--- src/rtl/bounce_pkg.sv ---
// Shared types and constants for the contact-bounce emulator.
package bounce_pkg;

  typedef enum logic {
    IDLE   = 1'b0,
    BOUNCE = 1'b1
  } state_t;

  localparam logic [15:0] LFSR_TAPS    = 16'hB400;
  localparam logic [15:0] DEFAULT_SEED = 16'hACE1;

  // One right-shifting Galois step: feedback from bit 0 into the tap positions.
  function automatic logic [15:0] lfsr_step(input logic [15:0] s);
    lfsr_step = s[0] ? ((s >> 1) ^ LFSR_TAPS) : (s >> 1);
  endfunction

endpackage

--- src/rtl/bounce_generator_lfsr16.sv ---
// 16-bit Galois LFSR; advances only when enabled, reloads the seed on reset.
module lfsr16
  import bounce_pkg::*;
#(
  parameter logic [15:0] SEED = DEFAULT_SEED
) (
  input  logic        i_clk,
  input  logic        i_rst,
  input  logic        i_en,
  output logic [15:0] o_state
);

  // An all-zero state would lock the register up, so swap in a legal seed.
  localparam logic [15:0] SEED_SAFE = (SEED == 16'h0000) ? 16'h0001 : SEED;

  always_ff @(posedge i_clk) begin
    if (i_rst)     o_state <= SEED_SAFE;
    else if (i_en) o_state <= lfsr_step(o_state);
  end

endmodule

--- src/rtl/bounce_generator.sv ---
// Contact-bounce emulator: walks o_out to a requested level through a
// pseudo-random glitch train with bounded run length, then settles cleanly.
module bounce_generator
  import bounce_pkg::*;
#(
  parameter int          RUN_W = 2,
  parameter int          LEN_W = 8,
  parameter logic [15:0] SEED  = DEFAULT_SEED
) (
  input  logic             i_clk,
  input  logic             i_rst,
  input  logic             i_valid,
  input  logic             i_level,
  input  logic [LEN_W-1:0] i_bounce_len,
  output logic             o_ready,
  output logic             o_busy,
  output logic             o_out,
  output logic             o_settled
);

  state_t           state, state_nx;
  logic [LEN_W-1:0] remaining, remaining_nx;
  logic [RUN_W-1:0] run, run_nx;
  logic             level, level_nx;
  logic             out_nx, settled_nx;
  logic [15:0]      lfsr;
  logic [RUN_W-1:0] run_seed;
  logic             unused_lfsr_hi;

  lfsr16 #(.SEED(SEED)) u_lfsr (
    .i_clk   (i_clk),
    .i_rst   (i_rst),
    .i_en    (state == BOUNCE),
    .o_state (lfsr)
  );

  // A zero run would never expire, so it is promoted to the shortest run.
  assign run_seed       = (lfsr[RUN_W-1:0] == '0) ? RUN_W'(1) : lfsr[RUN_W-1:0];
  assign unused_lfsr_hi = ^lfsr[15:RUN_W];

  always_comb begin
    state_nx     = state;
    remaining_nx = remaining;
    run_nx       = run;
    level_nx     = level;
    out_nx       = o_out;
    settled_nx   = 1'b0;
    case (state)
      IDLE: begin
        if (i_valid) begin
          if (i_level == o_out) begin
            settled_nx = 1'b1;
          end else if (i_bounce_len == '0) begin
            out_nx     = i_level;
            settled_nx = 1'b1;
          end else begin
            level_nx     = i_level;
            out_nx       = i_level;
            remaining_nx = i_bounce_len - LEN_W'(1);
            run_nx       = run_seed;
            state_nx     = BOUNCE;
          end
        end
      end
      BOUNCE: begin
        // Settling wins over a toggle that would land on the same edge.
        if (remaining == '0) begin
          out_nx     = level;
          settled_nx = 1'b1;
          state_nx   = IDLE;
        end else begin
          remaining_nx = remaining - LEN_W'(1);
          if (run <= RUN_W'(1)) begin
            out_nx = ~o_out;
            run_nx = run_seed;
          end else begin
            run_nx = run - RUN_W'(1);
          end
        end
      end
      default: state_nx = IDLE;
    endcase
  end

  always_ff @(posedge i_clk) begin
    if (i_rst) begin
      state     <= IDLE;
      remaining <= '0;
      run       <= '0;
      level     <= 1'b0;
      o_out     <= 1'b0;
      o_settled <= 1'b0;
    end else begin
      state     <= state_nx;
      remaining <= remaining_nx;
      run       <= run_nx;
      level     <= level_nx;
      o_out     <= out_nx;
      o_settled <= settled_nx;
    end
  end

  assign o_ready = (state == IDLE);
  assign o_busy  = (state == BOUNCE);

endmodule

--- config.mk ---
export PLATFORM = sky130hd
export DESIGN_NAME = bounce_generator
export DESIGN_NICKNAME = d
export VERILOG_FILES = /design/src/rtl/bounce_pkg.sv /design/src/rtl/bounce_generator_lfsr16.sv /design/src/rtl/bounce_generator.sv
export SDC_FILE = /design/constraint.sdc
export NUM_CORES = 1
export LEC_CHECK = 0
export ABC_AREA = 1
export BUFFER_PORTS_ARGS = -buffer_cell sky130_fd_sc_hd__buf_2
export CAP_MARGIN = 30
export CORE_MARGIN = 2
export CORE_UTILIZATION = 62
export CTS_CLUSTER_DIAMETER = 120
export DETAILED_ROUTE_END_ITERATION = 8
export PLACE_DENSITY_LB_ADDON = 0.1
export SLEW_MARGIN = 10
export SYNTH_ARGS = -nofsm -noshare
export SYNTH_HDL_FRONTEND = slang
export SYNTH_SLANG_ARGS = --single-unit
--- constraint.sdc ---
create_clock -name i_clk -period 3.5 [get_ports i_clk]
set_clock_uncertainty 0.05 [all_clocks]
set_input_delay 1.05 -clock i_clk [delete_from_list [all_inputs] [get_ports i_clk]]
set_output_delay 1.05 -clock i_clk [all_outputs]
set_load 0.01 [all_outputs]
### Word level (Yosys, flattened, before mapping)

Index checks and enable logic that the tools add are counted.

* output and inout port bits: 4
* word-level logic and storage cells: 56
* bits of input ports: 12
* flip-flop bits (word level): 30

* muxes and demuxes: 28
* bitwise operators: 5
* equal/unequal tests: 6
* order comparisons: 1
* reductions and logical operators: 6
* $add $sub $neg: 3

Operator list (count)
* $mux W8: 4
* $logic_not A8 Y1: 2
* $mux W16: 1
* $pmux W8 S2: 1
* $sub A8 B1 Y8 const B: 2
* $mux W1: 12
* $mux W2: 6
* $ne A2 B2 Y1 const B: 4
* $reduce_and A4 Y1: 2
* $pmux W1 S2: 3
* $not A1 Y1: 4
* $not A3 Y4: 1
* $pmux W2 S2: 1
* $ne A3 B1 Y1 const B: 1
* $reduce_and A3 Y1: 1
* $le A2 B1 Y1 const B: 1
* $logic_not A2 Y1: 1
* $sub A2 B1 Y2 const B: 1
* $eq A1 B1 Y1: 1

### Logic depth before layout (Yosys ltp)

* word-level depth: 6
* mapped depth: 12
* mapped depth without buffers: 11

### Cells and area by module

From an unflattened synthesis, not the netlist that was laid out.

* cells, all modules: 273
* area, all modules: 1747.9 um2

By module, submodules not included
* bounce_generator: cells an instance 193, instances 1, seq. area each 280.3 um2, area an instance 1122.3 um2
* lfsr16: cells an instance 80, instances 1, seq. area each 320.3 um2, area an instance 625.6 um2

### Least setup slack after synthesis

OpenSTA, ideal clock, no wires.

* path type: in2reg
* from: input port i_bounce_len[0]
* to: register remaining[6]
* data required time: 3.339 ns
* setup slack: 1.446 ns
* cell stages on the path: 10
* library setup time: 0.111 ns
* arrival time: 1.893 ns
* buffers on the path: 0
* cells stage by stage: inv_1 o21ai_1 inv_1 ha_1 inv_1 nor2_2 nand4_1 nand2_1 nor2_1 nor2_1

* longest elaborated chain between the ends: 5
* elaborated cells between the ends (all ways): 8
* those cells by class: add/sub (1); eq/ne (1); mux (4); reduce/logical (2)

RTL lines
* start: declaration: line bounce_generator.sv:14 `input logic [LEN_W-1:0] i_bounce_len,`
* $sub A8 B1 Y8: line bounce_generator.sv:59 `remaining_nx = i_bounce_len - LEN_W'(1);`
* $mux W8: line bounce_generator.sv:53 `end else if (i_bounce_len == '0) begin`
* $mux W8: line bounce_generator.sv:51 `if (i_level == o_out) begin`
* $mux W8: line bounce_generator.sv:50 `if (i_valid) begin`
* $pmux W8 S2: line bounce_generator.sv:48 `case (state)`
* end signal: assignment: line bounce_generator.sv:95 `remaining <= remaining_nx;`
* end: declaration: line bounce_generator.sv:22 `logic [LEN_W-1:0] remaining, remaining_nx;`

Parallel ways exist; a longest one is shown, timed or not. The select of a mux whose other input is x is not followed.
A chain may end at the register's enable or synchronous reset.

### Worst setup path in the final report

* from: register state (netlist: o_busy)
* to: output port o_busy

RTL lines
* start: declaration: line bounce_generator.sv:21 `state_t state, state_nx;`
* start signal: assignment: line bounce_generator.sv:94 `state <= state_nx;`
* end: declaration: line bounce_generator.sv:16 `output logic o_busy,`

No word-level cell between the ends.

==> reports/qor.csv <==
metric,value,unit
status,"complete, no violations",
Inserted Clock Buffers,5,
leak pwr,0.000914,uW
Fin. Hold Viols,0,
Critical Path RT,2400,ps
post-route ant nets,0,
Max clock buf depth,2,
switching share of power,0.373,
starting density of the core,0.663,
max-slew violations,0,
first-pass GRT wire length,5800,microns
min Tclk post-route,2520,ps
Placement Setup Slack,1220,ps
Worst Tran Pin Value,796,ps
drt pass-1 iters,4,
Hold WS,415,ps
"top cells by area, synth","dfxtp_1 (36%), nand2_1 (18%), nor2_1 (10%)",
Setup crit end kind,primary output,
Comb pwr share,0.328,
diode count,0,
layout net count,290,
PD cells,530,mW/mm^2
area occupied by multi-input gates,858,sq um
row cnt,18,
total power draw,927,uW
Critical Path Source Type,flip-flop,
largest net degree at the start of global routing,32,
initial DRC count,89,
VDD IR max,0.376,mV
crit path DAT,1420,ps
Hold Crit Class,reg -> reg,
Clock Sinks,30,
setup ws final,985,ps
Syn Std Cell Area,0.00166,sq mm
post-CTS resize count,0,
TritonCTS clock tree,built,
hpwl dp,2460,microns
H-tree Lvls,2,
port bufs,15,
core area,0.00250,sq mm
ratio of cells with drive above 1 in the final layout,0.123,
vias per inst,5.10,
Buf/Inv on CP,1,
asr flop ratio synth,0,
Setup TNS,0,ps
I/O Pins,16,
post-route non-filler standard cell count,307,
Mapped Cells,264,
CP Max Fanout,25,
DIE HEIGHT,55.7,microns
CP peak stage delay,850,ps
post-synth top area cell,dfxtp_1,
Synth cell types,25,
Inst Count DP,300,
most frequent cells in the layout,"nand2_1 (80), nor2_1 (44), dfxtp_1 (30), inv_1 (29), nand3_1 (21)",
Synth Flop Type,dfxtp_1,
die width,55.7,microns
routed wire length,3360,microns
cell family contributing the most delay on the critical path,flip-flops,
clock share of power,0.195,
setup bufs post-CTS,0,
"most common cell after layout, fill and taps aside",nand2_1,
clk_lat worst skew,310,ps
vias in the first global route,1312,
antenna violations before repair,0,
Global Route Usage Sum,0.232,
FF+latch area,601,sq um
synthesized area per cell,6.27,sq um
critical path class,reg -> out,
crit-path cells,buf_2,
Int Pwr,580,uW
Worst slew margin,0.468,
critical-path cell with the highest stage delay,dfxtp_1,
sequential share of power,0.477,
"flops & latches, synth",30,
CTS root buf,clkbuf_4,
GRT overflow,0,
RePlAce Congestion,0.942,
part of the cycle the worst path needs,0.719,
post-synthesis sequential area ratio,0.363,
fmax,0.398,GHz
total die area,0.00310,sq mm
syn_nets,277,
P_sw,346,uW
DRC errors left,0,
WL per Instance,11.0,microns
# fillers,244,
total vias in the final route,1567,
P&R area growth vs syn,5.51,%
top cell type's share of synthesized area,0.363,
hold-fix buffers at CTS,0,
Max Cap Violations,0,
Ys Warns,0,
Post-synth EDFFs,0,
RSZ-0062 raised after global routing,no,
"CTS clk-pin slew, worst paths",80,ps
setup violators final,0,
## logic make-up after synthesis
family	synth area share
and+or+nand+nor	0.410
DFF	0.363
AOI/OAI and AO/OA	0.0952
adders and majority gates	0.00755
buffers and inverters	0.119
xor gates and xnor gates	0.00529
## registers in the layout, summed over array words and instances (netlist names)
signal	cells
level	1
u_lfsr.o_state	16
remaining	8
o_out	1
run	2
o_settled	1
o_busy	1
## worst reg2reg max path: cells and delay by family, from the launching register on
kind / cells / cell delay (ps)
simple gates: 8 / 810
buf+inv: 2 / 310
flops: 1 / 850
## routing by layer
metal  share of wire  vias to the layer above  global-route usage  wire length (microns)
li1                -                      849                   -                      -
met1            0.53                      680               0.354                   1770
met2            0.41                       34               0.328                   1390
met3           0.052                        4              0.0488                    175
met4          0.0074                        0              0.0627                     25
met5               0                        -                   0                      0
## power groups by stage
stage | sequential (uW) | clock, uW | combinational [uW]
floorplan | 433 | 0 | 259
global placement | 448 | 0 | 297
detailed placement | 449 | 0 | 301
CTS | 442 | 183 | 302
global route | 450 | 200 | 351
finish | 442 | 181 | 304
## through the flow
stage	instance area, sq um	util
final	1750	0.699
after global routing	1750	0.699
after CTS	1750	0.699
after detailed placement	1700	0.681
after global placement	1700	0.681
after floorplan	1660	-
## cell usage after synthesis, types with 2 or more instances
cell type   n
nand2_1    80
nor2_1     44
dfxtp_1    30
inv_1      29
nand3_1    21
o21ai_0    18
a21oi_1     9
buf_2       5
nand2_2     4
o21ai_1     3
buf_4       2
buf_6       2
inv_2       2
nand3b_1    2
nand4_1     2
nor2_2      2
## final cells by class
class                   instances  area share
clock buffers                   7      0.0258
inverters                      31      0.0666
multi-input cells             192       0.491
flip-flops and latches         30       0.344
well taps                      30      0.0215
repair buffers                 17      0.0515
## worst paths after layout
path                                   startpoint                end  cells past startpoint  slack (ps)
worst min-delay path            u_lfsr.o_state[6]  u_lfsr.o_state[6]                      2         420
worst min register to register  u_lfsr.o_state[6]  u_lfsr.o_state[6]                      2         420
worst max register to register             o_busy       remaining[5]                     10        1370
worst max-delay path                       o_busy             o_busy                      1         980
No activity file was read; power rests on OpenSTA's default activity.
